**config.mk**
```make
export PLATFORM = sky130hd
export DESIGN_NAME = alu_arbiter
export DESIGN_NICKNAME = d
export VERILOG_FILES = /design/src/rtl/alu_arbiter.sv
export SDC_FILE = /design/constraint.sdc
export NUM_CORES = 1
export LEC_CHECK = 0
export ABC_AREA = 1
export CORE_AREA = 2 2 65 67
export CTS_CLUSTER_SIZE = 16
export DETAILED_ROUTE_END_ITERATION = 8
export DIE_AREA = 0 0 67 69
export GPL_TIMING_DRIVEN = 0
export PLACE_DENSITY = 0.92
export SLEW_MARGIN = 30
export SYNTH_ARGS = -nofsm -noshare
export SYNTH_HDL_FRONTEND = slang
export SYNTH_SLANG_ARGS = --single-unit
```
**constraint.sdc**
```tcl
create_clock -name clk -period 3.5 [get_ports clk]
set_clock_uncertainty 0.1 [all_clocks]
set_input_delay 0.875 -clock clk [delete_from_list [all_inputs] [get_ports clk]]
set_output_delay 0.875 -clock clk [all_outputs]
set_load 0.05 [all_outputs]
```
**src/rtl/alu_arbiter.sv**
```systemverilog
// alu_arbiter: two-requester round-robin front end for a shared combinational ALU.
// Each accepted operation takes three cycles: IDLE (accept) -> EXEC -> DONE.
// Ports:
//   clk, rst               clock, async active-high reset
//   valid0/1, a0/1, b0/1,  per-requester request, operands and function code
//   func0/1
//   ready0/1               request accepted this cycle (IDLE only)
//   done0/1                one-cycle pulse in DONE for the granted requester
//   result                 last captured ALU result, held between completions
//   alu_a/alu_b/alu_func   drive the shared ALU (always the operand registers)
//   alu_c                  ALU result, same cycle as alu_a/alu_b/alu_func
//   busy                   high whenever not in IDLE
module alu_arbiter #(
  parameter int DATA_W = 8,
  parameter int FUNC_W = 3
) (
  input  logic              clk,
  input  logic              rst,
  input  logic              valid0,
  input  logic              valid1,
  input  logic [DATA_W-1:0] a0,
  input  logic [DATA_W-1:0] a1,
  input  logic [DATA_W-1:0] b0,
  input  logic [DATA_W-1:0] b1,
  input  logic [FUNC_W-1:0] func0,
  input  logic [FUNC_W-1:0] func1,
  output logic              ready0,
  output logic              ready1,
  output logic              done0,
  output logic              done1,
  output logic [DATA_W-1:0] result,
  output logic [DATA_W-1:0] alu_a,
  output logic [DATA_W-1:0] alu_b,
  output logic [FUNC_W-1:0] alu_func,
  input  logic [DATA_W-1:0] alu_c,
  output logic              busy
);

  typedef enum logic [1:0] {IDLE, EXEC, DONE} state_e;

  state_e            state_q, state_d;
  logic              ptr_q, ptr_d;   // preferred requester on a tie
  logic              gnt_q, gnt_d;   // requester owning the operation in flight
  logic [DATA_W-1:0] a_q, a_d, b_q, b_d, result_q, result_d;
  logic [FUNC_W-1:0] func_q, func_d;
  logic              sel;

  always_ff @(posedge clk or posedge rst) begin
    if (rst) begin
      state_q  <= IDLE;
      ptr_q    <= 1'b0;
      gnt_q    <= 1'b0;
      a_q      <= '0;
      b_q      <= '0;
      func_q   <= '0;
      result_q <= '0;
    end else begin
      state_q  <= state_d;
      ptr_q    <= ptr_d;
      gnt_q    <= gnt_d;
      a_q      <= a_d;
      b_q      <= b_d;
      func_q   <= func_d;
      result_q <= result_d;
    end
  end

  always_comb begin
    state_d  = state_q;
    ptr_d    = ptr_q;
    gnt_d    = gnt_q;
    a_d      = a_q;
    b_d      = b_q;
    func_d   = func_q;
    result_d = result_q;
    ready0   = 1'b0;
    ready1   = 1'b0;
    sel      = 1'b0;
    case (state_q)
      IDLE: begin
        if (valid0 || valid1) begin
          // Tie goes to the pointer; a lone request wins regardless.
          sel     = (valid0 && valid1) ? ptr_q : valid1;
          // rst gating keeps ready low while reset is held with valids up,
          // so no acceptance happens before the first edge with rst low.
          ready0  = ~sel & ~rst;
          ready1  = sel & ~rst;
          gnt_d   = sel;
          ptr_d   = ~sel;
          a_d     = sel ? a1 : a0;
          b_d     = sel ? b1 : b0;
          func_d  = sel ? func1 : func0;
          state_d = EXEC;
        end
      end
      EXEC: begin
        result_d = alu_c;
        state_d  = DONE;
      end
      DONE:    state_d = IDLE;
      default: state_d = IDLE;
    endcase
  end

  assign done0    = (state_q == DONE) && !gnt_q;
  assign done1    = (state_q == DONE) &&  gnt_q;
  assign busy     = (state_q != IDLE);
  assign result   = result_q;
  assign alu_a    = a_q;
  assign alu_b    = b_q;
  assign alu_func = func_q;

endmodule

```
# Word level (Yosys, flattened, before mapping)
# Index checks and enable logic that the tools add are counted.
# Widths: inputs -> output; s select.
[totals]
regBits = 31
in_bits = 50
output_inout_bits = 32
wordCells = 32
[classes]
n_eq_ne = 3
muxes = 10
n_bitwise = 4
n_reduce_logical = 8
[op_table]
columns = ["op", "n"]
rows = [
  ["$mux 8", 2],
  ["$mux 1", 5],
  ["$pmux 2 s2", 1],
  ["$logic_and 1x1->1", 3],
  ["$mux 3", 1],
  ["$and 1x1->1", 2],
  ["$eq 2x1->1 const B", 1],
  ["$eq 2x2->1 const B", 1],
  ["$logic_not 2->1", 1],
  ["$mux 2", 1],
  ["$ne 2x2->1 const B", 1],
  ["$not 1->1", 2],
  ["$reduce_and 2->1", 1],
  ["$reduce_bool 2->1", 1],
  ["$logic_not 1->1", 1],
  ["$logic_or 1x1->1", 1],
]

# Longest topological paths before layout
[depth]
depth_word = 6
mapped_depth = 7
ltp_nobuf = 6

# Least setup slack after synthesis
# OpenSTA, ideal clock, no wires.
[synth_timing]
kind = "input-to-output"
from = "input valid0"
to = "output ready0"
arrival_time_ns = 1.893
required_ns = 2.525
setup_slack_ns = 0.632
path_stages = 5
n_path_buf = 1
cell_sequence = "nand2_1 > nand2_1 > buf_2 > nand2_1 > nor2_1"
[synth_via]
elab_chain_len = 6
word_cells_on_any_way = 7
classes_between = "mux: 3; bitwise: 2; reduce/logical: 2"
[synth_lines]
columns = ["item", "line", "source"]
rows = [
  ["from (decl)", "19", "input logic valid0,"],
  ["$logic_and 1x1->1", "83", "sel = (valid0 && valid1) ? ptr_q : valid1;"],
  ["$mux 1", "83", ""],
  ["$not 1->1", "86", "ready0 = ~sel & ~rst;"],
  ["$and 1x1->1", "86", ""],
  ["$mux 1 *", "81", "if (valid0 || valid1) begin"],
  ["$mux 1 *", "79", "case (state_q)"],
  ["to (decl)", "27", "output logic ready0,"],
]
# Mark *: on every way between the ends. The rest lies on a longest branch, timed or not.

# Final worst setup path
# Same ends and word-level chain as after synthesis.

==> flow_metrics.py <==
metrics = {
    "outcome": {
        "status": "complete, no violations",
    },
    "final_layout": {
        "fin_util": 0.6576,
        "antenna_cells": 0,
        "final_cell_mix": "85 x nand2_1, 79 x clkdlybuf4s50_1, 42 x inv_1",
        "stdcell_count": 359,
        "drive_above_1_share": 0.07767,
        "final_common_cell": "nand2_1",
        "area_growth_pct": 61.97,
        "nNetsFinal": 358,
    },
    "sta": {
        "max_freq_mhz": 308.5,
        "drv_slew": 0,
        "fin_crit_sh": 0.9262,
        "hold_viol_final": 0,
        "tightestPinTransition_ns": 0.6310,
        "setup_violations": 0,
        "slew_headroom": 0.5787,
        "rsz0062_at_grt": "no",
        "layout_setup_ws_ns": 0.2582,
        "timing.final.crit_period_ns": 3.242,
    },
    "placement": {
        "hpwlAfterDp_mm": 3.182,
        "routabilityCongestion": 0.7992,
        "io_buffer_count": 81,
        "placed_cells": 351,
        "dpl_worst_slack_ns": -0.2719,
    },
    "route": {
        "vias_per_cell": 4.501,
        "via_count": 1616,
        "drt_pre_antenna_iters": 4,
        "routed_wl_mm": 4.199,
        "post-route-drc-count": 0,
        "drtAntennaViolNets": 0,
        "wl_per_cell_um": 11.70,
        "drtIter0Drc": 75,
    },
    "global_routing": {
        "antenna_found_initial": 0,
        "groute.usage.overall": 0.1983,
        "grt_pass1_wl_mm": 7.010,
        "grt_pass1_vias": 1624,
        "grt-ovfl-total": 0,
        "grt_max_degree": 32,
    },
    "synthesis": {
        "seq_area_frac_synth": 0.4882,
        "syn_area_um2": 1589,
        "synthSimpleGateAreaFrac": 0.3512,
        "yosys.area_share.adder": 0,
        "synth_compound_area_frac": 0.01181,
        "synthMuxAreaShare": 0,
        "post_synth_num_cell_types": 15,
        "synth_xor_xnor_area_share": 0,
        "synth_top_family_by_area": "simple AND/OR/NAND/NOR gates",
        "synth_seq_cells": 31,
        "syn_inst": 220,
        "synth_warnings": 0,
        "synth.avg_cell_area_um2": 7.223,
        "synth_fp_nets": 270,
    },
    "worst_setup_path": {
        "critPathLaunchType": "primary input",
        "cp.arrival_ns": 2.27,
        "crit_fanout": 10,
        "cp_slowest_cell": "clkdlybuf4s50_1",
        "crit_type": "primary input to output pin",
        "cp_common_cell": "nand2_1",
        "path_cells": "clkdlybuf4s50_1, nand2_1, nand2_1, buf_2, nand2_1, nor2_1, clkbuf_2",
        "cp.required_ns": 2.52,
        "endpoint_kind": "output pin",
        "crit_path_max_incr_delay_ns": 0.51,
    },
    "hold_path": {
        "hold_path_class": "flop to flop",
    },
    "floorplanning": {
        "initial_utilization": 0.4060,
        "chipHeight_um": 69,
        "die_area_um2": 4623,
        "ios": 82,
        "core.rowCount": 23,
        "core_um2": 3914,
        "die_w_um": 67,
    },
    "clocking": {
        "cts_buffers": 5,
        "ctsRootBufferMaster": "clkbuf_8",
        "clock_path_buffers": 2,
        "cts_setup_buffers": 0,
        "clk_latency_ns": 0.28,
        "cts_hold_buf": 0,
        "cts_max_level": 2,
        "cts_tree": "done",
        "cts.sinks": 31,
        "clk_pin_slew_ns": 0.07,
    },
    "power_and_ir_drop": {
        "finalPower_mw": 2.509,
        "max-vdd-ir-drop_uv": 539.5,
        "total_leakage_power_nw": 1.373,
        "power.density_nw_per_um2": 975.0,
    },
    "job": {
        "cap_violations": 0,
    },
}
[metrics by stage]
| stage | hold slack [ns] | cell area, um2 | setup TNS, ns |
|---|---|---|---|
| 2_1_floorplan | 0.4046 | 1589 | 0 |
| 3_3_place_gp | 0.3613 | 2462 | -0.2401 |
| 3_5_place_dp | 0.3651 | 2462 | -0.2719 |
| 4_1_cts | 0.3846 | 2577 | 0 |
| 5_1_grt | 0.4068 | 2574 | 0 |
| 6_report | 0.3824 | 2574 | 0 |
[path summary, 6_finish.rpt]
| check | from | endpoint | slack (ns) | cells after the start |
|---|---|---|---|---|
| min in group asynchronous | rst | alu_a[1] | 0.96 | 2 |
| max reg2reg | state_q[0] | result[5] | 2.18 | 4 |
| min | alu_b[0] | alu_b[0] | 0.38 | 2 |
| max in group asynchronous | rst | alu_a[6] | 1.93 | 2 |
| max | valid0 | ready0 | 0.26 | 7 |
| min reg2reg | alu_b[0] | alu_b[0] | 0.38 | 2 |
[cells by family (layout without fill, tap and decap cells)]
kind of cell	count (synthesis)	in the layout
flops	31	31
simple gates	132	132
buf+inv	54	143
compound gates	3	3
[per-layer routing]
| layer | wire length [um] | up-vias | track usage |
|---|---|---|---|
| met2 | 2231 | 61 | 0.3454 |
| met4 | 43 | 0 | 0.07937 |
| met1 | 1666 | 719 | 0.2267 |
| met5 | 0 | - | 0 |
| met3 | 257 | 4 | 0.04731 |
| li1 | - | 832 | - |
[synthesized netlist by cell type]
master	n	area (um2)
buf_2	3	15.01
buf_4	4	30.03
buf_6	2	22.52
clkinv_1	1	3.750
dfrtp_1	31	775.7
inv_1	43	161.4
inv_2	1	3.750
nand2_1	85	319.1
nand2_2	2	12.51
nand3_1	38	190.2
nor2_1	4	15.01
nor2_4	1	11.26
nor3_1	2	10.01
o21ai_0	2	10.01
o21ai_2	1	8.760
[worst max-delay path, delay by kind of cell]
kind,cells,cell delay [ns]
buffers and inverters,3,1.03
and+or+nand+nor,4,0.36
[flip-flops by register name, summed over array words and instances (netlist names)]
| register | cells |
|---|---|
| alu_a | 8 |
| alu_b | 8 |
| result | 8 |
| alu_func | 3 |
| state_q | 2 |
| gnt_q | 1 |
| ptr_q | 1 |
[power by group]
part           leakage (nW)  switching [mW]  internal, mW  total, mW
logic                 0.934            1.01         0.497       1.50
clock network        0.0612           0.134         0.230      0.364
registers             0.378           0.101         0.539      0.641
[final cells by class]
cell class	count	area [um2]
inverter	45	168.9
buffer	9	67.56
timing repair buffer	81	804.5
fill	341	1340
clock inverter	2	35.03
clock buffer	6	82.58
multi-input combinational	135	576.8
tap	50	62.56
sequential	31	775.7
[timing repair]
action,in CTS,in global routing
setup endpoints to repair,2,1
endpoints found under the hold margin,0,0
resized for setup,2,2
No activity file was read; power rests on OpenSTA's default activity.
